==> config.mk <==
export PLATFORM = sky130hd
export DESIGN_NAME = keypad_scanner_flat
export DESIGN_NICKNAME = d
export VERILOG_FILES = /design/src/rtl/keypad_scanner_if.sv /design/src/rtl/keypad_scanner.sv /design/src/flat_wrapper.sv
export SDC_FILE = /design/constraint.sdc
export NUM_CORES = 1
export LEC_CHECK = 0
export CAP_MARGIN = 20
export CORE_MARGIN = 5
export CORE_UTILIZATION = 53
export CTS_BUF_LIST = sky130_fd_sc_hd__clkbuf_4
export DETAILED_ROUTE_END_ITERATION = 10
export HOLD_SLACK_MARGIN = 0.05
export PLACE_DENSITY = 0.77
export RECOVER_POWER = 50
export SLEW_MARGIN = 20
export SYNTH_ARGS = -nofsm -noshare
export SYNTH_HDL_FRONTEND = slang
export SYNTH_SLANG_ARGS = --single-unit
==> constraint.sdc <==
create_clock -name clk -period 1.75 [get_ports clk]
set_input_delay 0.175 -clock clk [delete_from_list [all_inputs] [get_ports clk]]
set_output_delay 0.175 -clock clk [all_outputs]
set_load 0.02 [all_outputs]
==> src/rtl/keypad_scanner_if.sv <==
// Keypad bundle between the scanner and the physical key matrix.
// Handshake: key_valid is a one-cycle, push-only strobe with no ready;
// key_code is valid in the cycle key_valid is high and holds until the
// next strobe. row/col are level signals with no handshake.
interface keypad_scanner_if;
  logic [3:0] row;        // active-low row sense, asynchronous to clk
  logic [3:0] col;        // active-low column drive, exactly one bit low
  logic [3:0] key_code;   // row_idx*4 + col_idx of the last accepted key
  logic       key_valid;  // one-cycle strobe when key_code updates
  logic       key_held;   // high from acceptance until release accepted

  modport master (input row, output col, key_code, key_valid, key_held);
  modport slave  (output row, input col, key_code, key_valid, key_held);
endinterface

==> src/rtl/keypad_scanner.sv <==
// 4x4 matrix keypad scanner: walks an active-low column drive, debounces
// a single pressed key over DEB_TICKS dwell ticks, reports its code once,
// and then tracks the release with the same debounce.
module keypad_scanner #(
  parameter int PRE_W     = 16,
  parameter int DEB_TICKS = 4
) (
  input  logic                    clk,
  input  logic                    rst_n,
  keypad_scanner_if.master        kp,
  output logic [1:0]              state_o
);

  typedef enum logic [1:0] {
    SCAN     = 2'd0,
    DEBOUNCE = 2'd1,
    HELD     = 2'd2,
    RELEASE  = 2'd3
  } state_t;

  localparam logic [3:0] DEB_LIM = 4'(DEB_TICKS);

  state_t           state_q;
  logic [3:0]       row_meta_q;
  logic [3:0]       rs_q;
  logic [PRE_W-1:0] pre_q;
  logic [1:0]       col_idx_q;
  logic [3:0]       pat_q;
  logic [3:0]       deb_cnt_q;
  logic [3:0]       deb_cnt_d;
  logic [3:0]       code_q;
  logic             valid_q;
  logic             held_q;
  logic             tick;
  logic             one_low;
  logic [1:0]       row_idx;

  assign tick = &pre_q;

  // Exactly one row line pulled low means a single unambiguous key.
  always_comb begin
    one_low = 1'b0;
    case (rs_q)
      4'b1110, 4'b1101, 4'b1011, 4'b0111: one_low = 1'b1;
      default:                            one_low = 1'b0;
    endcase
  end

  // Row index of the captured pattern's single low bit.
  always_comb begin
    row_idx = 2'd0;
    case (pat_q)
      4'b1101: row_idx = 2'd1;
      4'b1011: row_idx = 2'd2;
      4'b0111: row_idx = 2'd3;
      default: row_idx = 2'd0;
    endcase
  end

  // Debounce counter increment that sticks at all-ones instead of wrapping.
  always_comb begin
    deb_cnt_d = (deb_cnt_q == 4'hF) ? 4'hF : deb_cnt_q + 4'd1;
  end

  // Two-flop synchronizer; idles high like the pulled-up rows.
  always_ff @(posedge clk) begin
    if (!rst_n) begin
      row_meta_q <= 4'hF;
      rs_q       <= 4'hF;
    end else begin
      row_meta_q <= kp.row;
      rs_q       <= row_meta_q;
    end
  end

  // Free-running dwell prescaler; its all-ones value is the tick.
  always_ff @(posedge clk) begin
    if (!rst_n) pre_q <= '0;
    else        pre_q <= pre_q + 1'b1;
  end

  // Scan/debounce/hold/release sequencer; all decisions taken on ticks.
  always_ff @(posedge clk) begin
    if (!rst_n) begin
      state_q   <= SCAN;
      col_idx_q <= 2'd0;
      pat_q     <= 4'hF;
      deb_cnt_q <= 4'd0;
      code_q    <= 4'd0;
      valid_q   <= 1'b0;
      held_q    <= 1'b0;
    end else begin
      valid_q <= 1'b0;
      if (tick) begin
        case (state_q)
          SCAN: begin
            if (one_low) begin
              pat_q     <= rs_q;
              deb_cnt_q <= 4'd1;
              state_q   <= DEBOUNCE;
            end else begin
              col_idx_q <= col_idx_q + 2'd1;
            end
          end
          DEBOUNCE: begin
            if (rs_q == pat_q) begin
              deb_cnt_q <= deb_cnt_d;
              if (deb_cnt_d == DEB_LIM) begin
                code_q  <= {row_idx, col_idx_q};
                valid_q <= 1'b1;
                held_q  <= 1'b1;
                state_q <= HELD;
              end
            end else begin
              state_q   <= SCAN;
              col_idx_q <= col_idx_q + 2'd1;
            end
          end
          HELD: begin
            if (rs_q == 4'hF) begin
              deb_cnt_q <= 4'd1;
              state_q   <= RELEASE;
            end
          end
          RELEASE: begin
            if (rs_q == 4'hF) begin
              deb_cnt_q <= deb_cnt_d;
              if (deb_cnt_d == DEB_LIM) begin
                held_q    <= 1'b0;
                state_q   <= SCAN;
                col_idx_q <= col_idx_q + 2'd1;
              end
            end else begin
              state_q <= HELD;
            end
          end
          default: state_q <= SCAN;
        endcase
      end
    end
  end

  assign kp.col       = ~(4'b0001 << col_idx_q);
  assign kp.key_code  = code_q;
  assign kp.key_valid = valid_q;
  assign kp.key_held  = held_q;
  assign state_o      = state_q;

endmodule

==> src/flat_wrapper.sv <==
// flat-port wrapper written by rule: the top's interface ports become plain ports
module keypad_scanner_flat 
#(
  parameter int PRE_W     = 16,
  parameter int DEB_TICKS = 4
)
  (clk, rst_n, state_o, kp_row, kp_col, kp_key_code, kp_key_valid, kp_key_held);
  keypad_scanner_if kp_i ();
  input  logic clk;
  input  logic rst_n;
  output logic [1:0] state_o;
  input wire logic [$bits(kp_i.row)-1:0] kp_row;
  output wire logic [$bits(kp_i.col)-1:0] kp_col;
  output wire logic [$bits(kp_i.key_code)-1:0] kp_key_code;
  output wire logic [$bits(kp_i.key_valid)-1:0] kp_key_valid;
  output wire logic [$bits(kp_i.key_held)-1:0] kp_key_held;
  assign kp_i.row = kp_row;
  assign kp_col = kp_i.col;
  assign kp_key_code = kp_i.key_code;
  assign kp_key_valid = kp_i.key_valid;
  assign kp_key_held = kp_i.key_held;
  keypad_scanner #(.PRE_W(PRE_W), .DEB_TICKS(DEB_TICKS)) u_core (.clk(clk), .rst_n(rst_n), .kp(kp_i), .state_o(state_o));
endmodule
Word level (Yosys, flattened, before mapping). Index checks and enable logic that the tools add are counted.

$add $sub $neg: 3. Eq/ne operators: 24. Muxes and demuxes: 26. Bitwise gates (word level): 1. Shift operators: 1. Reductions and logical operators: 11.

Operator list (count): 21-bit AND reduction (2); 20-bit AND reduction (2); 19-bit AND reduction (2); 4-bit equality test, second input constant (7); 2-bit 2-to-1 mux (10); 4-bit 2-to-1 mux (5); 18-bit AND reduction (1); 16-bit by 1-bit adder with 16-bit output, second input constant (1); 4-bit case mux with 4 select lines (1); 4-bit by 3-bit equality test with 1-bit output, second input constant (3); 2-bit by 1-bit != test with 1-bit output, second input constant (6); 2-bit case mux with 3 select lines (2); 2-bit case mux with 4 select lines (1); 1-bit 2-to-1 mux (6); 4-bit by 1-bit adder with 4-bit output, second input constant (1); 2-bit equality test, second input constant (2); 4-bit equality test (1); 2-bit != test, second input constant (2); 4-bit inverter (1); 4-bit OR reduction (1); 1-bit by 2-bit left shift with 4-bit output, first input constant (1); 3-bit by 2-bit != test with 1-bit output, second input constant (1); 3-bit != test, second input constant (1); 3-bit nonzero test (1); other kinds (5) (5).

Register bits: 42. Output and inout port bits: 12.

Logic depth before layout (Yosys ltp).
Depth in word-level cells: 6. Depth in mapped cells: 7.

Worst setup path after synthesis. OpenSTA, ideal clock, no wires.

Path type: reg-to-reg. Start: register u_core.deb_cnt_q[0]. End: register u_core.code_q[0], in the netlist u_core.kp.key_code[0]. Required time: 1632 ps. Clock period less this slack: 1911 ps. Data arrival time: 1792 ps. Stages on the path, launching flop included: 8. Setup slack: -161 ps. Cells stage by stage: dfxtp_1 ha_1 nor4bb_1 a22o_2 nand4_1 or3_1 buf_6 mux2i_1.

Cells in the longest elaborated chain, start to end: 4.

RTL lines: start: declaration (RTL line keypad_scanner.sv:29) `logic [3:0] deb_cnt_q;`; start signal: assignment (RTL line keypad_scanner.sv:107) `deb_cnt_q <= deb_cnt_d;`; start signal: assignment (RTL line keypad_scanner.sv:127) `deb_cnt_q <= deb_cnt_d;`; 4-bit by 1-bit adder with 4-bit output / 4-bit equality test (equally long branches) (RTL line keypad_scanner.sv:62) `deb_cnt_d = (deb_cnt_q == 4'hF) ? 4'hF : deb_cnt_q + 4'd1;`; 4-bit 2-to-1 mux * (RTL line keypad_scanner.sv:62); 4-bit by 3-bit equality test with 1-bit output * (RTL line keypad_scanner.sv:108) `if (deb_cnt_d == DEB_LIM) begin`; 19-bit AND reduction (no source line) *; end signal: assignment (RTL line keypad_scanner.sv:109) `code_q <= {row_idx, col_idx_q};`; end: declaration (RTL line keypad_scanner.sv:31) `logic [3:0] code_q;`.

Mark *: on every way between the ends. The rest lies on a longest branch, timed or not. A chain may end at the register's enable or synchronous reset.

Worst setup path after layout.
Start: register u_core.deb_cnt_q[0]. End: register u_core.code_q[1], in the netlist u_core.kp.key_code[1].

Same word-level chain as after synthesis.

==> summary.txt <==
SYNTH
----------------------------------------------------------------------------------------------------
Syn_nets                                                                                         228
Synthesized netlist cell count                                                                   216
Sequential element share of the synthesized area                                               41.6%
Async set-or-reset flop fraction in the synthesized netlist                                       0%
Most common flop cell mapped by yosys                                                   sky130_fd_sc_hd__dfxtp_1
Number of flops mapped to enable cells by yosys                                                    0
Post-synthesis area per instance                                                          9.37 sq um
Synth warnings                                                                                     0
Cell area after synthesis                                                                 2020 sq um
Post-synthesis register bit count                                                                 42
Distinct cells, synth                                                                             48

DETAILED ROUTING
----------------------------------------------------------------------------------------------------
DRC Markers                                                                                        0
WL final                                                                                     4.29 mm
Post-DR vias/cell                                                                               5.30
First-pass iteration count of the detailed router                                                  5
Via count                                                                                       1718
Routed len/inst                                                                              13.2 um
ANT nets after route                                                                               0
First DRT Iteration DRCs                                                                         136

TIMING
----------------------------------------------------------------------------------------------------
Post-route clock skew                                                                     0.00497 ns
Transition time of the tightest slew-check pin                                              0.824 ns
RSZ-0062 raised after global routing                                                            true
Final worst hold slack                                                                      0.387 ns
Final-report max-slew violation count                                                              0
Shortest clock period the worst path allows after layout                                     1.84 ns
Final Hold Viols                                                                                   0
Maximum clock frequency                                                                    0.544 GHz
Setup WS post-layout                                                                      -0.0877 ns
Slew Limit Headroom                                                                            45.1%
Setup violations, final                                                                            7
Share of the cycle needed by the critical path after routing                                    105%

FINAL LAYOUT
----------------------------------------------------------------------------------------------------
Number of fill cells in the layout                                                               283
Non-filler cells, final                                                                          324
Non-Filler Cell Area, Final                                                               2730 sq um
Footprint of the flip-flops and latches                                                    851 sq um
Area added between synthesis and finish                                                        34.9%
Area used by multi-input combinational logic                                              1200 sq um
Final layout net count                                                                           288
N_diodes                                                                                           0
Most common cell after layout, fill and taps aside                                      sky130_fd_sc_hd__buf_4
Fraction of final layout cells with drive strength greater than 1                              27.9%
Leading cell types in the layout, fill and taps excluded                                41 x sky130_fd_sc_hd__buf_4, 34 x sky130_fd_sc_hd__dfxtp_1, 24 x sky130_fd_sc_hd__nand2_1, 19 x sky130_fd_sc_hd__nor2_1

PLACE
----------------------------------------------------------------------------------------------------
Instance count after placement with tap cells included                                           316
Number of port buffers                                                                            17
Detailed placement HPWL                                                                      3.12 mm
Placed inst area                                                                          2550 sq um
Weighted congestion at the end of routability-driven global placement                          0.863

WORST SETUP PATH
----------------------------------------------------------------------------------------------------
Data required time of the critical path                                                      1.99 ns
R2R Setup Slk                                                                               -0.09 ns
Setup crit end kind                                                                             flop
WS Path Type                                                                            flop to flop
CP max FO                                                                                          4
R2R Path Start                                                                          u_core.deb_cnt_q[0]$_SDFFE_PN0P_
Reg-to-reg endpoint                                                                     u_core.kp.key_code[1]$_SDFFE_PN0P_
R2R depth                                                                                          6
Arrival @ worst endpoint                                                                     2.08 ns
Launching element type of the critical path                                                     flop

CLOCK NETWORK
----------------------------------------------------------------------------------------------------
Clock latency of the later-clocked register in the worst-skew pair                           0.34 ns
Number of CTS-inserted buffers                                                                     5
Root buffer cell                                                                        sky130_fd_sc_hd__clkbuf_4
Clock tree sinks                                                                                  42
Clock-pin slew reported for the worst setup and hold paths after clock tree synthesis        0.11 ns
Number of H-tree levels                                                                            2
Clock tree from TritonCTS                                                                        yes
Hold-fix buffers at CTS                                                                            0
Clk buf depth                                                                                      2

STATUS
----------------------------------------------------------------------------------------------------
Outcome                                                                                 complete, but fails checks
Failing checks                                                                          negative setup slack

PWR
----------------------------------------------------------------------------------------------------
Sw frac                                                                                        21.1%
Clock network power share                                                                      34.5%
Static power due to leakage                                                                  1.13 nW
Post-layout power                                                                            1.67 mW
Sw power                                                                                    0.353 mW
Internal power                                                                               1.32 mW
Worst vdd rail ir drop                                                                    0.000394 V
Pwr dens                                                                                 612 nW/um^2
Power share of the sequential group                                                            59.0%
Combinational cell fraction of total power                                                      6.5%

GLOBAL ROUTING
----------------------------------------------------------------------------------------------------
Initial antenna violation count                                                                    0
Largest net degree at the start of global routing                                                 26
Remaining global-route overflow                                                                    0
First-pass GRT wire length                                                                   7.30 mm
Via count of the first global-routing pass                                                      1638
Combined global-route utilization of all metal layers                                          17.7%

DIE
----------------------------------------------------------------------------------------------------
Overall die height                                                                           71.8 um
Starting density of the core                                                                   54.9%
Core Footprint                                                                            3690 sq um
Die width                                                                                    71.8 um
I/O pin count                                                                                     18
Floorplan die area                                                                        5150 sq um
# rows                                                                                            22

HOLD PATH
----------------------------------------------------------------------------------------------------
Hold Path Stages                                                                                   2
Worst hold endpoint                                                                     u_core.row_meta_q[3]$_SDFF_PN1_
Worst hold path class                                                                   primary input to flop
Startpoint of the tightest hold check path                                                 kp_row[3]

JOB
----------------------------------------------------------------------------------------------------
Max-cap violations                                                                                 0

## how the worst max path moves through the flow
stage	from	endpoint	slack, ns
final	u_core.deb_cnt_q[0]$_SDFFE_PN0P_	u_core.kp.key_code[1]$_SDFFE_PN0P_	-0.09
after global routing	u_core.deb_cnt_q[0]$_SDFFE_PN0P_	u_core.kp.key_code[0]$_SDFFE_PN0P_	-0.18
after CTS	u_core.deb_cnt_q[0]$_SDFFE_PN0P_	u_core.kp.key_code[1]$_SDFFE_PN0P_	-0.11
after detailed placement	u_core.deb_cnt_q[1]$_SDFFE_PN0P_	u_core.kp.key_code[1]$_SDFFE_PN0P_	-0.21
after global placement	u_core.deb_cnt_q[1]$_SDFFE_PN0P_	u_core.kp.key_code[3]$_SDFFE_PN0P_	-0.16
after floorplan	u_core.deb_cnt_q[1]$_SDFFE_PN0P_	u_core.kp.key_code[0]$_SDFFE_PN0P_	-0.15
## metrics by stage
| stage | setup WS [ns] | utilization, % | setup TNS (ns) |
|---|---|---|---|
| floorplan | -0.155 | - | -0.619 |
| global placement | -0.155 | 69.2 | -0.687 |
| detailed placement | -0.214 | 69.2 | -0.990 |
| CTS | -0.109 | 71.6 | -0.492 |
| global route | -0.175 | 74.0 | -1.15 |
| finish | -0.0877 | 74.0 | -0.421 |
## power groups by stage
stage	Sequential (mW)	Combinational, mW	Clock, mW
finish	0.985	0.109	0.577
detailed placement	1.00	0.103	0
global placement	1.00	0.102	0
CTS	0.981	0.105	0.598
floorplan	1.00	0.0553	0
global route	0.988	0.121	0.651
## Yosys cell counts, types with 2 or more instances
| library cell | instances | area, sq um |
|---|---|---|
| sky130_fd_sc_hd__dfxtp_1 | 42 | 841 |
| sky130_fd_sc_hd__nand2_1 | 24 | 90.1 |
| sky130_fd_sc_hd__nor2_1 | 19 | 71.3 |
| sky130_fd_sc_hd__inv_1 | 11 | 41.3 |
| sky130_fd_sc_hd__xnor2_1 | 11 | 96.3 |
| sky130_fd_sc_hd__xor2_1 | 11 | 96.3 |
| sky130_fd_sc_hd__mux2i_1 | 10 | 100 |
| sky130_fd_sc_hd__nand3_1 | 10 | 50.1 |
| sky130_fd_sc_hd__nand2b_1 | 8 | 50.1 |
| sky130_fd_sc_hd__nand4_1 | 8 | 50.1 |
| sky130_fd_sc_hd__ha_1 | 6 | 75.1 |
| sky130_fd_sc_hd__a31oi_1 | 3 | 18.8 |
| sky130_fd_sc_hd__and3_1 | 3 | 18.8 |
| sky130_fd_sc_hd__clkbuf_1 | 3 | 11.3 |
| sky130_fd_sc_hd__nor4_1 | 3 | 18.8 |
| sky130_fd_sc_hd__a211o_1 | 2 | 17.5 |
| sky130_fd_sc_hd__a211oi_1 | 2 | 15.0 |
| sky130_fd_sc_hd__and2_1 | 2 | 12.5 |
| sky130_fd_sc_hd__buf_6 | 2 | 22.5 |
| sky130_fd_sc_hd__nand3b_1 | 2 | 15.0 |
| sky130_fd_sc_hd__nor4_2 | 2 | 25.0 |
| sky130_fd_sc_hd__o2111ai_1 | 2 | 17.5 |
| sky130_fd_sc_hd__o211ai_1 | 2 | 15.0 |
| sky130_fd_sc_hd__o21ai_0 | 2 | 10.0 |
| sky130_fd_sc_hd__o21bai_1 | 2 | 15.0 |
| sky130_fd_sc_hd__o41ai_1 | 2 | 17.5 |
## repair_timing
action	CTS	global route
resized for setup	7	19
setup endpoints to repair	11	16
buffers inserted	1	0
pin swaps	7	5
## per-layer routing
metal / vias to the layer above / GRT usage [%] / wire (um)
li1: 881 / - / -
met1: 799 / 22.8 / 1990
met2: 34 / 28.8 / 2100
met3: 4 / 3.93 / 153
met4: 0 / 7.10 / 42
met5: - / 0 / 0
## cell type report
cell class / count / area share [%]
Clock inverter: 2 / 1.24
Timing Repair Buffer: 61 / 18.4
Tap cell: 48 / 2.20
Clock buffer: 5 / 1.37
Multi-Input combinational cell: 155 / 44.1
Sequential cell: 42 / 31.2
Inverter: 11 / 1.51
## worst max-delay path, cell delays in order (launching register included)
cell	delay (ns)
sky130_fd_sc_hd__dfxtp_2	0.35
sky130_fd_sc_hd__ha_4	0.26
sky130_fd_sc_hd__nor4bb_4	0.24
sky130_fd_sc_hd__a22o_2	0.19
sky130_fd_sc_hd__nand4_1	0.12
sky130_fd_sc_hd__or3_4	0.44
sky130_fd_sc_hd__mux2i_1	0.14
## flip-flops by register name, indices dropped and copies added, names as in the netlist
name                 flops
u_core.deb_cnt_q         4
u_core.state_o           2
u_core.kp.key_held       1
u_core.pre_q            16
u_core.pat_q             4
u_core.rs_q              4
u_core.kp.key_valid      1
u_core.col_idx_q         2
u_core.row_meta_q        4
u_core.kp.key_code       4
## cell families (layout without fill, tap and decap cells)
kind of cell,Yosys count,in the layout,synth area share [%]
compound gates,24,24,9.65
mux,10,10,4.95
flops,42,42,41.6
buf+inv,19,79,4.51
simple gates,93,93,26.1
fa+ha+maj,6,6,3.71
xor+xnor,22,22,9.52
Note: power is estimated with default switching activity, not from simulation.
